`config.mk`:
```
export PLATFORM = sky130hd
export DESIGN_NAME = dft_bin_accumulator
export DESIGN_NICKNAME = d
export VERILOG_FILES = /design/src/rtl/dft_pkg.sv /design/src/rtl/dft_out_fifo.sv /design/src/rtl/dft_bin_accumulator.sv
export SDC_FILE = /design/constraint.sdc
export NUM_CORES = 1
export LEC_CHECK = 0
export CORE_MARGIN = 3
export CORE_UTILIZATION = 53
export CTS_CLUSTER_SIZE = 10
export DETAILED_ROUTE_END_ITERATION = 16
export HOLD_SLACK_MARGIN = 0.08
export PLACE_DENSITY_LB_ADDON = 0.2
export SYNTH_ARGS = -nofsm -noshare
export SYNTH_HDL_FRONTEND = slang
export SYNTH_SLANG_ARGS = --single-unit
```
`constraint.sdc`:
```
create_clock -name clk -period 3.5 [get_ports clk]
set_input_delay 0.35 -clock clk [delete_from_list [all_inputs] [get_ports clk]]
set_output_delay 0.35 -clock clk [all_outputs]
set_load 0.01 [all_outputs]
```
`src/rtl/dft_pkg.sv`:
```
// Shared types and scaling helper for the DFT bin stages.
// DFT_ACC_SAT_EN selects saturation instead of wrap when narrowing a scaled sum to OUT_W.
package dft_pkg;

  localparam int N_POINTS            = 8;
  localparam int DATA_W              = 16;
  localparam int ACC_W               = DATA_W + $clog2(N_POINTS);
  localparam int OUT_W               = 16;
  localparam int BIN_W               = $clog2(N_POINTS);
  localparam int DEFAULT_SCALE_SHIFT = 3;

`ifdef DFT_ACC_SAT_EN
  localparam logic signed [ACC_W:0] SAT_MAX = (ACC_W+1)'(2**(OUT_W-1) - 1);
  localparam logic signed [ACC_W:0] SAT_MIN = -(ACC_W+1)'(2**(OUT_W-1));
`endif

  typedef struct packed {
    logic signed [OUT_W-1:0] re;
    logic signed [OUT_W-1:0] im;
    logic [BIN_W-1:0]        bin;
    logic                    last;
  } bin_result_t;

  // Round half up, arithmetic shift, then narrow to OUT_W; one extra bit keeps the rounding add safe.
  function automatic logic signed [OUT_W-1:0] scale_bin(input logic signed [ACC_W-1:0] sum,
                                                        input int shift);
    logic signed [ACC_W:0] rounded;
    logic signed [ACC_W:0] shifted;
    rounded = {sum[ACC_W-1], sum};
    if (shift > 0)
      rounded = rounded + $signed((ACC_W+1)'(1) << (shift - 1));
    shifted = rounded >>> shift;
`ifdef DFT_ACC_SAT_EN
    if (shifted > SAT_MAX)
      return OUT_W'(SAT_MAX);
    else if (shifted < SAT_MIN)
      return OUT_W'(SAT_MIN);
    else
      return OUT_W'(shifted);
`else
    return OUT_W'(shifted);
`endif
  endfunction

endpackage

```
`src/rtl/dft_out_fifo.sv`:
```
// Two-entry valid/ready FIFO of finished DFT bins; the head entry drives the outputs directly.
module dft_out_fifo
  import dft_pkg::*;
(
  input  logic        clk,
  input  logic        rst,
  input  logic        flush,
  input  logic        push,
  input  bin_result_t push_data,
  input  logic        ready,
  output logic        valid,
  output bin_result_t head,
  output logic        full
);

  logic [1:0]  count;
  bin_result_t tail;
  logic        pop;

  assign valid = (count != 2'd0);
  assign full  = (count == 2'd2);
  assign pop   = valid && ready;

  // A push into a full FIFO without a pop is ignored here; the parent flags the drop.
  always_ff @(posedge clk or negedge rst) begin
    if (!rst) begin
      count <= 2'd0;
      head  <= '0;
      tail  <= '0;
    end else if (flush) begin
      count <= 2'd0;
      head  <= '0;
      tail  <= '0;
    end else begin
      case (count)
        2'd0: begin
          if (push) begin
            head  <= push_data;
            count <= 2'd1;
          end
        end
        2'd1: begin
          if (push && pop) begin
            head <= push_data;
          end else if (push) begin
            tail  <= push_data;
            count <= 2'd2;
          end else if (pop) begin
            count <= 2'd0;
          end
        end
        2'd2: begin
          if (pop) begin
            head <= tail;
            if (push)
              tail <= push_data;
            else
              count <= 2'd1;
          end
        end
        default: count <= 2'd0;
      endcase
    end
  end

endmodule

```
`src/rtl/dft_bin_accumulator.sv`:
```
// Sums every N_POINTS rotated CORDIC samples into one DFT bin, scales it and queues it for the consumer.
// Build with DFT_ACC_SAT_EN defined to saturate the scaled bin instead of wrapping it.
module dft_bin_accumulator
  import dft_pkg::*;
#(
  parameter int SCALE_SHIFT = DEFAULT_SCALE_SHIFT
) (
  input  logic                    clk,
  input  logic                    rst,
  input  logic                    flush,
  input  logic                    in_valid,
  input  logic signed [DATA_W-1:0] in_x,
  input  logic signed [DATA_W-1:0] in_y,
  output logic                    out_valid,
  input  logic                    out_ready,
  output logic signed [OUT_W-1:0] out_re,
  output logic signed [OUT_W-1:0] out_im,
  output logic [BIN_W-1:0]        out_bin,
  output logic                    out_last,
  output logic                    overflow
);

  logic [BIN_W-1:0]        sample_cnt;
  logic [BIN_W-1:0]        bin_cnt;
  logic signed [ACC_W-1:0] acc_re;
  logic signed [ACC_W-1:0] acc_im;
  logic signed [ACC_W-1:0] x_ext;
  logic signed [ACC_W-1:0] y_ext;
  logic signed [ACC_W-1:0] base_re;
  logic signed [ACC_W-1:0] base_im;
  logic signed [ACC_W-1:0] sum_re;
  logic signed [ACC_W-1:0] sum_im;
  logic                    take;
  logic                    bin_done;
  logic                    fifo_full;
  logic                    drop;
  bin_result_t             result;
  bin_result_t             head;

  assign take     = in_valid && !flush;
  assign bin_done = take && (sample_cnt == BIN_W'(N_POINTS - 1));

  assign x_ext = {{(ACC_W-DATA_W){in_x[DATA_W-1]}}, in_x};
  assign y_ext = {{(ACC_W-DATA_W){in_y[DATA_W-1]}}, in_y};

  // The first sample of a bin loads the accumulator rather than adding to the previous bin's total.
  assign base_re = (sample_cnt == '0) ? '0 : acc_re;
  assign base_im = (sample_cnt == '0) ? '0 : acc_im;
  assign sum_re  = base_re + x_ext;
  assign sum_im  = base_im + y_ext;

  assign result.re   = scale_bin(sum_re, SCALE_SHIFT);
  assign result.im   = scale_bin(sum_im, SCALE_SHIFT);
  assign result.bin  = bin_cnt;
  assign result.last = (bin_cnt == BIN_W'(N_POINTS - 1));

  assign drop = bin_done && fifo_full && !(out_valid && out_ready);

  always_ff @(posedge clk or negedge rst) begin
    if (!rst) begin
      sample_cnt <= '0;
      bin_cnt    <= '0;
      acc_re     <= '0;
      acc_im     <= '0;
    end else if (flush) begin
      sample_cnt <= '0;
      bin_cnt    <= '0;
      acc_re     <= '0;
      acc_im     <= '0;
    end else if (take) begin
      acc_re     <= sum_re;
      acc_im     <= sum_im;
      sample_cnt <= sample_cnt + BIN_W'(1);
      // Bin index advances even on a dropped bin so indices stay aligned to the frame.
      if (bin_done)
        bin_cnt <= bin_cnt + BIN_W'(1);
    end
  end

  always_ff @(posedge clk or negedge rst) begin
    if (!rst)
      overflow <= 1'b0;
    else if (flush)
      overflow <= 1'b0;
    else if (drop)
      overflow <= 1'b1;
  end

  dft_out_fifo u_fifo (
    .clk       (clk),
    .rst       (rst),
    .flush     (flush),
    .push      (bin_done),
    .push_data (result),
    .ready     (out_ready),
    .valid     (out_valid),
    .head      (head),
    .full      (fifo_full)
  );

  assign out_re   = head.re;
  assign out_im   = head.im;
  assign out_bin  = head.bin;
  assign out_last = head.last;

endmodule
```
Word-level counts from Yosys, hierarchy flattened
Index checks and enable logic that the tools add are counted.
{ "op_classes": {"addsub": 6, "mul": 0, "div": 0, "order_cmp": 0, "n_eq_ne": 10, "shifts": 0, "muxes": 31, "bitwise": 0, "reduce_logical": 20} }
{ "op_table": {"columns": ["op", "count"], "rows": [
  ["36-bit 2-to-1 mux", 8],
  ["19-bit 2-to-1 mux", 6],
  ["36-bit one-hot mux with 3 select lines", 1],
  ["36-bit one-hot mux with 2 select lines", 1],
  ["19-bit by 16-bit adder with 19-bit output", 2],
  ["19-bit by 4-bit adder with 19-bit output (second input constant)", 2],
  ["3-bit 2-to-1 mux", 5],
  ["2-bit 2-to-1 mux", 7],
  ["3-bit inequality test (second input constant)", 3],
  ["2-bit nonzero test", 4],
  ["3-bit by 1-bit adder with 3-bit output (second input constant)", 2],
  ["3-bit equality test (second input constant)", 2],
  ["1-bit logical AND", 6],
  ["3-bit by 2-bit inequality test with 1-bit output (second input constant)", 2],
  ["2-bit one-hot mux with 3 select lines", 1],
  ["5-bit AND reduction", 1],
  ["4-bit by 3-bit inequality test with 1-bit output (second input constant)", 1],
  ["4-bit AND reduction", 1],
  ["4-bit nonzero test", 1],
  ["3-bit zero test", 1],
  ["3-bit AND reduction", 1],
  ["3-bit nonzero test", 1],
  ["2-bit by 1-bit equality test with 1-bit output (second input constant)", 1],
  ["2-bit equality test (second input constant)", 1],
  ["other kinds (4)", 6]
]} }
{ "word_totals": {"register_bits": 119, "latchBits": 0, "ramBits": 0, "romBits": 0, "word_cells": 81, "mem_count": 0} }

Longest topological paths before layout
Gate-level depths: netlist of run 1.
{ "logic_depth": {"depth_word": 8, "depth_mapped": 18} }

Cells and area by module
A second synthesis of run 1 with hierarchy kept.
{ "unflattened": {"cells_unflattened": 807, "area_unflattened_um2": 7862.5} }
{ "by_module_without_submodules": {"columns": ["module", "instances", "cells_per_inst", "area_per_inst_um2"], "rows": [
  ["dft_bin_accumulator", 1, 509, 4448.0],
  ["dft_out_fifo", 1, 298, 3414.5]
]} }

Worst setup path after synthesis of run 1
No wires, ideal clock.
{ "synth_path": {"path_kind": "register to register", "startpoint": "reg sample_cnt[0]", "endpoint": "reg, netlist name u_fifo.head[31]", "arrival_time_ps": 3561, "path_slack_ps": -138, "path_stages_with_launch": 17, "path_buffers": 2, "synth_period_minus_slack_ps": 3638, "path_cell_list": "dfrtp_1 -> inv_1 -> ha_1 -> nand2b_1 -> clkbuf_1 -> clkbuf_1 -> and2_1 -> fa_1 -> a21oi_1 -> o21ai_0 -> a21oi_1 -> xnor2_1 -> nor3b_2 -> nand3_2 -> or3_1 -> a311o_1 -> o21ai_1"} }
{ "synth_via": {"elab_chain_cells": 7} }
{ "synth_rtl": {"columns": ["element", "line", "rtl"], "rows": [
  ["from (decl)", "dft_bin_accumulator.sv:23", "logic [BIN_W-1:0] sample_cnt;"],
  ["from (signal assigned)", "dft_bin_accumulator.sv:73", "sample_cnt <= sample_cnt + BIN_W'(1);"],
  ["3-bit zero test", "dft_bin_accumulator.sv:47", "assign base_re = (sample_cnt == '0) ? '0 : acc_re;"],
  ["19-bit 2-to-1 mux", "dft_bin_accumulator.sv:47", null],
  ["19-bit by 16-bit adder with 19-bit output", "dft_bin_accumulator.sv:49", "assign sum_re = base_re + x_ext;"],
  ["19-bit by 4-bit adder with 19-bit output", "dft_pkg.sv:31", "rounded = rounded + $signed((ACC_W+1)'(1) << (shift - 1));"],
  ["36-bit 2-to-1 mux, on equally long branches", "dft_out_fifo.sv:43, dft_out_fifo.sv:37", null],
  ["36-bit one-hot mux with 3 select lines", "dft_out_fifo.sv:35", "case (count)"],
  ["36-bit 2-to-1 mux", "dft_out_fifo.sv:30", "end else if (flush) begin"]
]} }
Parallel ways exist; a longest one is shown, timed or not. The select of a mux whose other input is x is not followed.
A chain may end at the register's enable or synchronous reset.

Worst setup path after layout of run 1
{ "layout_path": {"startpoint": "reg sample_cnt[0]", "endpoint": "reg u_fifo.tail[35] (netlist name)"} }
{ "layout_via": {"elab_chain_cells": 8} }
{ "layout_rtl": {"columns": ["element", "line", "rtl"], "rows": [
  ["3-bit zero test", "dft_bin_accumulator.sv:47", null],
  ["19-bit 2-to-1 mux", "dft_bin_accumulator.sv:47", null],
  ["19-bit by 16-bit adder with 19-bit output", "dft_bin_accumulator.sv:49", null],
  ["19-bit by 4-bit adder with 19-bit output", "dft_pkg.sv:31", null],
  ["36-bit 2-to-1 mux", "dft_out_fifo.sv:45, dft_out_fifo.sv:55", null],
  ["36-bit 2-to-1 mux, on equally long branches", "dft_out_fifo.sv:53, dft_out_fifo.sv:43", null],
  ["36-bit one-hot mux with 2 select lines", "dft_out_fifo.sv:35", null],
  ["36-bit 2-to-1 mux", "dft_out_fifo.sv:30", null],
  ["to (signal assigned)", "dft_out_fifo.sv:46", "tail <= push_data;"],
  ["to (signal assigned)", "dft_out_fifo.sv:56", "tail <= push_data;"],
  ["to (decl)", "dft_out_fifo.sv:17", "bin_result_t tail;"]
]} }
Parallel ways exist; a longest one is shown, timed or not. The select of a mux whose other input is x is not followed.

==> impl_metrics.tcl, run 1 <==
set metrics [dict create \
    root_buffer "clkbuf_16" \
    synthAdderAreaFrac_pct 7.201 \
    antenna_cells 0 \
    synth-xor-area-share_pct 6.203 \
    crit_end "u_fifo.tail[35]" \
    synthTopCellsByArea "dfrtp_1 37%, ha_1 6.7%, o21ai_0 4.2%" \
    ys.flop_type "dfrtp_1" \
    crit_fanout 7 \
    die_x_um 129.1 \
    clkSlewWorstSetupHoldPaths_ps 60 \
    antenna_found_initial 0 \
    clk_latency_ps 420 \
    synthArstFlopShare_pct 100.0 \
    start_kind "register" \
    required_ps 3740 \
    critPathLaunch "sample_cnt[0]" \
    setup_slack_ps -287.1 \
    cts_htree_levels 4 \
    die_y_um 129.1 \
    synth_cell_types 81 \
    synth_common_cells "119 x dfrtp_1, 81 x nor2_1, 67 x o21ai_0, 64 x nand2_1, 51 x nand3_1" \
    hold_viol 0 \
    synth-edff-count 0 \
    fin_crit_sh_pct 108.2 \
    rr_startpoint "sample_cnt[0]" \
    start_util_pct 54.61 \
    ys_warn_count 0 \
    max-slew-margin-rel_pct 23.33 \
    synth_area_leader_cell "dfrtp_1" \
    ant_nets 0 \
    drt_iter0_drc 813 \
    grt_first_pass_wirelength_mm 35.70 \
    cts_tree "yes" \
    synth_mux_area_share_pct 3.865 \
    gp_congestion 0.9071 \
    ys_seq_elements 119 \
    hold_depth 2 \
    leakage_nw 5.121 \
    violations "setup timing" \
    area_delta_synth_final_pct 41.29 \
    synth_compound_area_share_pct 19.72 \
    cts_buffers 17 \
    route.detailed.drc 0 \
    dieArea_mm2 0.01666 \
    num_rows 44 \
    crit_path_end_kind "register" \
    vias 7719 \
    hpwl_mm 15.06 \
    yosysMostFrequentCell "dfrtp_1" \
    synth_top_family_by_area "simple AND/OR/NAND/NOR gates" \
    reg2regPathDepth 18 \
    first_pass_iters 5 \
    grt_usage_pct 26.62 \
    clock_sinks 119 \
    finalCriticalPeriod_ps 3787 \
    rrSetupSlack_ps -290 \
    fin_total_pwr_w 0.004893 \
    status "complete, but fails checks" \
    p_per_area_mw_per_mm2 431.4 \
    grt_overflow_total 0 \
    max_slew.worst_pin.slew_ps 1150 \
    slew_viol_final 0 \
    drt-total-wl_mm 24.34 \
    drv_cap 0 \
    skew_ps 6.111 \
    layout-drive-gt1-share_pct 29.15 \
    core_area_mm2 0.01470 \
    wl_per_cell_um 19.19 \
    crit_arrival_ps 4030 \
    hold_path.class "in2reg" \
    synth_simple_gate_area_share_pct 22.07 \
    ios 75 \
    clockBufferDepth 2 \
    ir_drop_v 0.0003432 \
    max_freq_ghz 0.2641 \
    pre_cts_slack_ps -186.1 \
    synthCells 892 \
    ys_seq_area_share_pct 37.09 \
    r2r_end "u_fifo.tail[35]" \
    grt_pass1_vias 7029 \
    vias_per_cell 6.088 \
    path_class "reg2reg" \
    hold_start "flush" \
    rsz0062_at_grt "yes" \
    numPortBuffers 74 \
    nets 1153 \
    synth_fp_nets 974 \
    setup_viol 33 \
    postSynthAreaPerCell_um2 9.000 \
    synth_area_mm2 0.008028 \
    grt_max_degree 73 \
    synth_top_area_share_pct 37.09 \
]
[critical path, cell delays in order (launching register included)]
cell and delay, ps:
dfrtp_1 400, inv_2 90, ha_4 160, nand2b_4 60
buf_4 130, buf_6 130, and2_4 140, ha_4 160
fa_2 370, a21oi_4 230, o21ai_2 90, a21oi_2 200
xnor2_2 170, nor3b_4 320, nand3_4 160, buf_6 150
nor4_4 270, xor2_1 270, o21ai_0 130
[cells in the final DEF (no fill, tap or decap), types with 9 or more instances in the layout]
master	instances
xor2_1	14
buf_6	16
buf_4	122
ha_1	27
o21ai_0	48
nand2_1	61
clkbuf_16	17
clkdlybuf4s50_1	71
inv_1	14
nor2_1	77
a21oi_2	9
xnor2_2	11
and2_4	9
o21ai_1	23
a21o_1	19
nor3_1	12
a211oi_1	10
xnor2_1	19
ha_4	15
a22o_1	19
a21oi_1	35
and3_1	14
mux2i_1	31
dfrtp_1	119
nand3_1	48
and2_1	34
[metal layers]
metal / track usage, % / up-vias / routed length, um / share of wire [%]
li1: - / 3566 / - / -
met1: 40.02 / 3792 / 10950 / 45
met2: 40.06 / 307 / 11540 / 47
met3: 4.658 / 54 / 1387 / 5.7
met4: 6.794 / 0 / 455 / 1.9
met5: 0 / - / 0 / 0
[through the flow]
stage                     util (%)  hold WS (ps)  cells  cell area, um^2  setup TNS [ps]
after floorplan                  -         54.41    892             8090          -21.71
after global routing         77.16         381.8   1268            11340           -9777
final                        77.16         377.5   1268            11340           -4965
after global placement       65.32         459.9   1204             9602          -930.9
after CTS                    72.24         363.1   1246            10620          -986.7
after detailed placement     65.32         465.9   1204             9602           -2434
[logic make-up (layout without fill, tap and decap cells)]
logic type / Yosys count / in the layout
AND/OR/NAND/NOR: 336 / 336
AO/OA/AOI/OAI: 237 / 237
flip-flops: 119 / 119
buffers and inverters: 68 / 260
XOR/XNOR: 56 / 56
adder cells (fa/ha/maj): 45 / 45
multiplexers: 31 / 31
[state kept, by name, indices dropped and copies added, names as in the netlist]
register,flops
u_fifo.head,36
u_fifo.tail,36
acc_im,19
acc_re,19
bin_cnt,3
sample_cnt,3
u_fifo.count,2
overflow,1
[power by group]
| part | switching [W] | total (W) | leakage [nW] | internal (W) |
|---|---|---|---|---|
| Combinational | 0.000788 | 0.00152 | 3.22 | 0.000733 |
| Sequential | 0.0000538 | 0.00152 | 1.61 | 0.00146 |
| Clock | 0.000690 | 0.00185 | 0.296 | 0.00116 |
[how the worst min path moves through the flow]
| stage | to | slack, ps |
|---|---|---|
| CTS | acc_im[2] | 360 |
| detailed placement | u_fifo.head[4] | 470 |
| finish | acc_im[3] | 380 |
| floorplan | acc_im[0] | 50 |
| global placement | u_fifo.head[1] | 460 |
| global route | acc_im[3] | 380 |
[cell type report]
type                    count  area, um^2
multi-input cells         705        5624
flip-flops and latches    119        2978
fillers                   918        3357
clock buffers              19       452.9
well taps                 184       230.2
clock inverters            13       170.2
inverters                  16       60.06
repair buffers            212        1827
[timing repair]
action,in CTS,in global routing
setup buffers,9,23
hold endpoints to repair,58,0
cloned,0,1
hold buffers,1,0
pin swaps,32,76
gates resized for setup,60,116
endpoints found under the setup margin,28,46
No activity file was read; power rests on OpenSTA's default activity.
==> inputs of run 2 (changes only) <==
Settings changed: SLEW_MARGIN from default to 10.
==> results of run 2 <==
Final layout, timing and power as in run 1 (identical DEF).
==> inputs of run 3 (changes only) <==
Settings changed: HOLD_SLACK_MARGIN 0.08 to 0.06.
==> results of run 3 <==
Final layout, timing and power as in run 1 (identical DEF).
